### src/rtl/servant_arb_pkg.sv
// servant_arb_pkg: shared types and constants for the servant RAM arbiter
package servant_arb_pkg;
  typedef enum logic {
    IDLE = 1'b0,
    BUSY = 1'b1
  } arb_state_e;
  localparam logic ARB_IBUS = 1'b0;
  localparam logic ARB_DBUS = 1'b1;
  localparam logic [3:0] ARB_TIMEOUT = 4'd15;
  localparam logic [31:0] ARB_DEADBEEF = 32'hdeadbeef;
endpackage

### src/rtl/servant_rr_pick.sv
// servant_rr_pick: combinational 2-way round-robin pick, the master not served last wins a tie
module servant_rr_pick
  import servant_arb_pkg::*;
(
  input  logic [1:0] i_req,
  input  logic       i_last,
  output logic       o_grant
);
  // a lone requester always wins; a tie goes to whoever was not served last
  always_comb o_grant = (&i_req) ? ~i_last : i_req[ARB_DBUS];
endmodule

### src/rtl/servant_ram_arbiter.sv
// servant_ram_arbiter: shares one Wishbone RAM slave between ibus and dbus; optional SERVANT_ARB_TIMEOUT_EN adds a 15-cycle ack timeout
module servant_ram_arbiter
  import servant_arb_pkg::*;
#(
  parameter int aw = 10
) (
  input  logic          i_wb_clk,
  input  logic          i_wb_rst,
  input  logic [aw-3:0] i_ibus_adr,
  input  logic          i_ibus_cyc,
  output logic [31:0]   o_ibus_rdt,
  output logic          o_ibus_ack,
  input  logic [aw-3:0] i_dbus_adr,
  input  logic [31:0]   i_dbus_dat,
  input  logic [3:0]    i_dbus_sel,
  input  logic          i_dbus_we,
  input  logic          i_dbus_cyc,
  output logic [31:0]   o_dbus_rdt,
  output logic          o_dbus_ack,
  output logic [aw-3:0] o_wb_adr,
  output logic [31:0]   o_wb_dat,
  output logic [3:0]    o_wb_sel,
  output logic          o_wb_we,
  output logic          o_wb_cyc,
  input  logic [31:0]   i_wb_rdt,
  input  logic          i_wb_ack
);
  arb_state_e state_q, state_d;
  logic grant_q, grant_d, last_q, last_d;
  logic pick, busy, done, tmo;

  servant_rr_pick u_pick (
    .i_req  ({i_dbus_cyc, i_ibus_cyc}),
    .i_last (last_q),
    .o_grant(pick)
  );

  // reset gates the slave cycle immediately so an aborted access never acks
  assign busy = (state_q == BUSY) && !i_wb_rst;
  assign done = busy && (i_wb_ack || tmo);

`ifdef SERVANT_ARB_TIMEOUT_EN
  logic [3:0] cnt_q, cnt_d;
  // cycles spent in BUSY; zero on the first BUSY cycle
  always_comb cnt_d = (state_q == BUSY) ? cnt_q + 4'd1 : 4'd0;
  // timeout counter register
  always_ff @(posedge i_wb_clk) begin
    if (i_wb_rst) cnt_q <= 4'd0;
    else cnt_q <= cnt_d;
  end
  assign tmo = busy && !i_wb_ack && (cnt_q == ARB_TIMEOUT);
`else
  assign tmo = 1'b0;
`endif

  // next state: grant on any request in IDLE, release on ack (or timeout)
  always_comb begin
    state_d = state_q;
    grant_d = grant_q;
    last_d  = last_q;
    if (state_q == IDLE && (i_ibus_cyc || i_dbus_cyc)) begin
      state_d = BUSY;
      grant_d = pick;
    end else if (done) begin
      state_d = IDLE;
      last_d  = grant_q;
    end
  end

  // arbiter state registers; ibus wins the first tie after reset
  always_ff @(posedge i_wb_clk) begin
    if (i_wb_rst) begin
      state_q <= IDLE;
      grant_q <= ARB_IBUS;
      last_q  <= ARB_DBUS;
    end else begin
      state_q <= state_d;
      grant_q <= grant_d;
      last_q  <= last_d;
    end
  end

  // slave request mux from the granted master; ibus is a plain word read
  always_comb begin
    o_wb_cyc   = busy;
    o_wb_adr   = !busy ? '0 : (grant_q == ARB_DBUS) ? i_dbus_adr : i_ibus_adr;
    o_wb_dat   = (busy && grant_q == ARB_DBUS) ? i_dbus_dat : 32'h0;
    o_wb_sel   = !busy ? 4'h0 : (grant_q == ARB_DBUS) ? i_dbus_sel : 4'hf;
    o_wb_we    = busy && (grant_q == ARB_DBUS) && i_dbus_we;
    o_ibus_ack = done && (grant_q == ARB_IBUS);
    o_dbus_ack = done && (grant_q == ARB_DBUS);
    o_ibus_rdt = tmo ? ARB_DEADBEEF : i_wb_rdt;
    o_dbus_rdt = tmo ? ARB_DEADBEEF : i_wb_rdt;
  end
endmodule
### config.mk
export PLATFORM = sky130hd
export DESIGN_NAME = servant_ram_arbiter
export DESIGN_NICKNAME = d
export VERILOG_FILES = /design/src/rtl/servant_arb_pkg.sv /design/src/rtl/servant_rr_pick.sv /design/src/rtl/servant_ram_arbiter.sv
export SDC_FILE = /design/constraint.sdc
export NUM_CORES = 1
export LEC_CHECK = 0
export CORE_AREA = 2 2 77 79
export DETAILED_ROUTE_END_ITERATION = 16
export DIE_AREA = 0 0 79 81
export DONT_BUFFER_PORTS = 1
export PLACE_DENSITY = 0.44
export SLEW_MARGIN = 5
export SYNTH_ARGS = -nofsm -noshare
export SYNTH_HDL_FRONTEND = slang
export SYNTH_HIERARCHICAL = 1
export SYNTH_SLANG_ARGS = --single-unit
### constraint.sdc
create_clock -name i_wb_clk -period 1.5 [get_ports i_wb_clk]
set_input_delay 0.225 -clock i_wb_clk [delete_from_list [all_inputs] [get_ports i_wb_clk]]
set_output_delay 0.225 -clock i_wb_clk [all_outputs]
set_load 0.02 [all_outputs]
After elaboration in Yosys (flattened, before gate mapping)
Cells that the tools add are included.

Muxes and demuxes: 8. Bitwise operators: 4. Reduce and logical (&&, ||, !) cells: 12.

Operator list (number): 2-to-1 mux 32 bit (1); 2-to-1 mux 8 bit (2); 2-to-1 mux 4 bit (2); logical AND 1 bit (7); NOT 1 bit (4); AND reduction 2 bit (2); 2-to-1 mux 1 bit (3); nonzero test 2 bit (1); logical NOT 1 bit (1); logical OR 1 bit (1).

Output and inout port bits: 112. Input port bits: 90. Flip-flop bits (word level): 3. Logic and storage cells: 27.

Longest topological paths before layout
Depth after elaboration: 5. Mapped depth: 4.

Hierarchy
Netlist, hierarchy kept.

Modules (own cells, without submodules): servant_ram_arbiter (area each 1054.8 µm², seq. area each 60.1 µm², instances 1, cells each 143); servant_rr_pick (area each 11.3 µm², seq. area each 0.0 µm², instances 1, cells each 1).

Worst setup path after synthesis
No wires, ideal clock.

Kind: register to output. Start point: register grant_q. End point: output o_ibus_ack. Slack: 0.166 ns. Arrival: 1.109 ns. Data required time: 1.275 ns. Stages on the path, launching flop included: 4. Path through: dfxtp_1 -> buf_6 -> buf_4 -> nor3b_1.

Word-level cells in the longest chain between the ends: 2.

Ends and longest elaborated chain: from (decl) (line servant_ram_arbiter.sv:29) `logic grant_q, grant_d, last_q, last_d;`; from (signal assigned) (line servant_ram_arbiter.sv:78) `grant_q <= grant_d;`; NOT 1 bit (line servant_ram_arbiter.sv:90) `o_ibus_ack = done && (grant_q == ARB_IBUS);`; logical AND 1 bit (line servant_ram_arbiter.sv:90); to (decl) (line servant_ram_arbiter.sv:12) `output logic o_ibus_ack,`.

No other way between the ends.

Worst setup path after layout
Start point: register state_q. End point: output o_wb_sel[0].

Word-level cells in the longest chain between the ends: 2.

Ends and longest elaborated chain: from (decl) (line servant_ram_arbiter.sv:28) `arb_state_e state_q, state_d;`; from (signal assigned) (line servant_ram_arbiter.sv:77) `state_q <= state_d;`; logical AND 1 bit (line servant_ram_arbiter.sv:39) `assign busy = (state_q == BUSY) && !i_wb_rst;`; 2-to-1 mux 4 bit (line servant_ram_arbiter.sv:88) `o_wb_sel = !busy ? 4'h0 : (grant_q == ARB_DBUS) ? i_dbus_sel : 4'hf;`; to (decl) (line servant_ram_arbiter.sv:22) `output logic [3:0] o_wb_sel,`.

No other way between the ends.

==> results <==
[how the worst max path moves through the flow]
| stage | start | to | slack, ns | cells after the start |
|---|---|---|---|---|
| global placement | state_q | o_wb_dat[30] | 0.14 | 2 |
| floorplan | grant_q | o_ibus_ack | 0.17 | 3 |
| finish | state_q | o_wb_sel[0] | 0.07 | 4 |
| detailed placement | state_q | o_wb_dat[30] | 0.13 | 2 |
| global route | state_q | o_wb_dat[16] | 0.002 | 2 |
| CTS | state_q | o_wb_sel[0] | 0.002 | 4 |
[report_power, final]
group	leakage [uW]	switching, uW	internal [uW]
Sequential	0.0000261	13.4	86.1
Combinational	0.000315	79.1	64.2
Clock	0.0000228	59.0	182
[layout by cell type (no fill, tap or decap), drive strengths merged]
cell type and count:
and2 34, buf 16, mux2i 9, nor2 8, inv 5, a21oi 4, clkbuf 4, and3b 4
nand2b 3, dfxtp 3, a21boi 2, nor3b 1, a311o 1, nor3 1, a211oi 1, o21bai 1
[cell families after synthesis]
| group | after synthesis |
|---|---|
| AO/OA/AOI/OAI | 9 |
| buffers and inverters | 75 |
| multiplexers | 9 |
| flip-flops | 3 |
| AND/OR/NAND/NOR | 48 |
[layout make-up]
cell class / count / share of cell area
clock buffer: 4 / 0.0541
inverter: 5 / 0.0226
multi-input combinational: 69 / 0.576
sequential: 3 / 0.0812
tap: 75 / 0.113
timing repair buffer: 16 / 0.153
[critical path: stages (launching register included)]
cell      delay, ns
dfxtp_4        0.40
nand2b_1       0.09
buf_4          0.19
a21oi_1        0.14
buf_4          0.16
[timing repair]
| item | 4_1_cts | 5_1_grt |
|---|---|---|
| gates resized for setup | 6 | 3 |
| buffers inserted | 0 | 0 |
| pin swaps | 1 | 0 |
| endpoints found under the setup margin | 35 | 46 |
| hold buffers | 0 | 0 |
| cloned | 3 | 0 |
[per-layer routing]
metal  GRT usage  vias up  routed length (um)
met5           0        -                   0
met4      0.0345        0                  61
met3      0.0389       15                 393
met2       0.145       89                1430
met1      0.0711      309                 894
li1            -      292                   -
[sequential cells by signal (all words and copies together) (netlist names)]
signal   cells
last_q       1
state_q      1
grant_q      1
[stage by stage]
| step | cells | worst slack [ns] | power, uW | hold WS (ns) | utilization |
|---|---|---|---|---|---|
| after floorplan | 144 | 0.166 | 448 | 0.298 | - |
| after global placement | 165 | 0.136 | 234 | 0.299 | 0.131 |
| after detailed placement | 165 | 0.130 | 235 | 0.300 | 0.131 |
| after CTS | 172 | 0.00186 | 491 | 0.0626 | 0.145 |
| after global routing | 172 | 0.00212 | 512 | 0.0650 | 0.147 |
| final | 172 | 0.0721 | 483 | 0.0653 | 0.147 |
==> results.json <==
{
  "track_usage": 0.0777,
  "ir_drop_uv": 219,
  "drive_gt1_frac": 0.340,
  "period_share": 0.952,
  "synth-adder-area-share": 0,
  "fmax_mhz": 700,
  "worst_ep_arrival_time_ns": 1.20,
  "whs_path_depth": 1,
  "start_kind": "flip-flop",
  "holdPathEnd": "state_q",
  "yosys-mux-area-fraction": 0.0845,
  "hold_viol": 0,
  "drc": 0,
  "die_area_sq_um": 6400,
  "cts.sinks": 3,
  "grt_pass1_vias": 622,
  "r2r_slack_ns": 0.58,
  "multi_input_area_sq_um": 479,
  "hold_start": "i_wb_rst",
  "crit_required_ns": 1.27,
  "tightest_slew_ns": 0.225,
  "synth.distinct_cells": 19,
  "layout_min_cycle_time_ns": 1.43,
  "path_class": "reg2out",
  "core_sq_um": 5680,
  "clock_skew_ns": 0.000519,
  "finalMaxSlewViolations": 0,
  "synth_compound_area_frac": 0.0599,
  "synth_cells": 144,
  "hpwlAfterDp_mm": 1.91,
  "drtAntennaViolNets": 0,
  "overflow": 0,
  "synth_top_family_by_area": "buffers and inverters",
  "synth-main-ff-cell": "dfxtp_1",
  "synth_commonest_cells": "buf_4, and2_1, mux2i_1, nor2_1, and2_2",
  "ys_ff_latch": 3,
  "r2r_cells": 2,
  "cp_max_fo": 13,
  "vias_per_cell": 4.10,
  "cts_root_buf": "clkbuf_8",
  "clockBufferDepth": 2,
  "totalWireLength_mm": 2.78,
  "synthesis.nets": 234,
  "htree_levels": 1,
  "synth_top_area_cell": "buf_4",
  "ys_top_cells_by_area": "buf_4, and2_1, mux2i_1",
  "status": "finished, final reports clean",
  "async_flop_share": 0,
  "seq_area_sq_um": 67.6,
  "vias": 705,
  "relSlewSlack": 0.850,
  "die_height_um": 81,
  "setup_viol": 0,
  "fin_setup_tns_ns": 0,
  "num-fill-cells": 654,
  "cts_buffers": 3,
  "path_clk_slew_ns": 0.03,
  "rows": 28,
  "grt_pass1_wl_mm": 3.64,
  "antenna_cells": 0,
  "clk_latency_ns": 0.22,
  "fin_nets": 188,
  "synth_area_sq_um": 1070,
  "cts_tree": "done",
  "stdcell_area_sq_um": 832,
  "yosysMostFrequentCell": "buf_4",
  "grt_max_degree": 14,
  "r2r-start": "state_q",
  "ys_warn_count": 6,
  "areaGrowthSynthToFinish_pct": -21.9,
  "synth.top_cell.area_share": 0.458,
  "antenna_found_initial": 0,
  "synth_simple_gate_area_frac": 0.277,
  "drt_iter0_drc": 8,
  "avgSynthCellArea_sq_um": 7.40,
  "synth_edf_count": 0,
  "synth_xor_area_frac": 0,
  "leakagePower_uw": 0.000364,
  "min_path_type": "in2reg",
  "ioPinCount": 202,
  "placed_area_sq_um": 742,
  "routedWlPerCell_um": 16.2,
  "initial_core_util": 0.188,
  "numPortBuffers": 0,
  "rsz0062_at_grt": "no",
  "yosysSeqAreaShare": 0.0563,
  "die_w_um": 79,
  "critPathCaptureType": "output pin",
  "p_per_area_nw_per_um2": 581,
  "maxCapViolCount": 0,
  "drt_first_pass_iters": 2,
  "globalplace.congestion": 0.644,
  "r2r-end": "last_q"
}
Power figures use the tool's default switching activity.
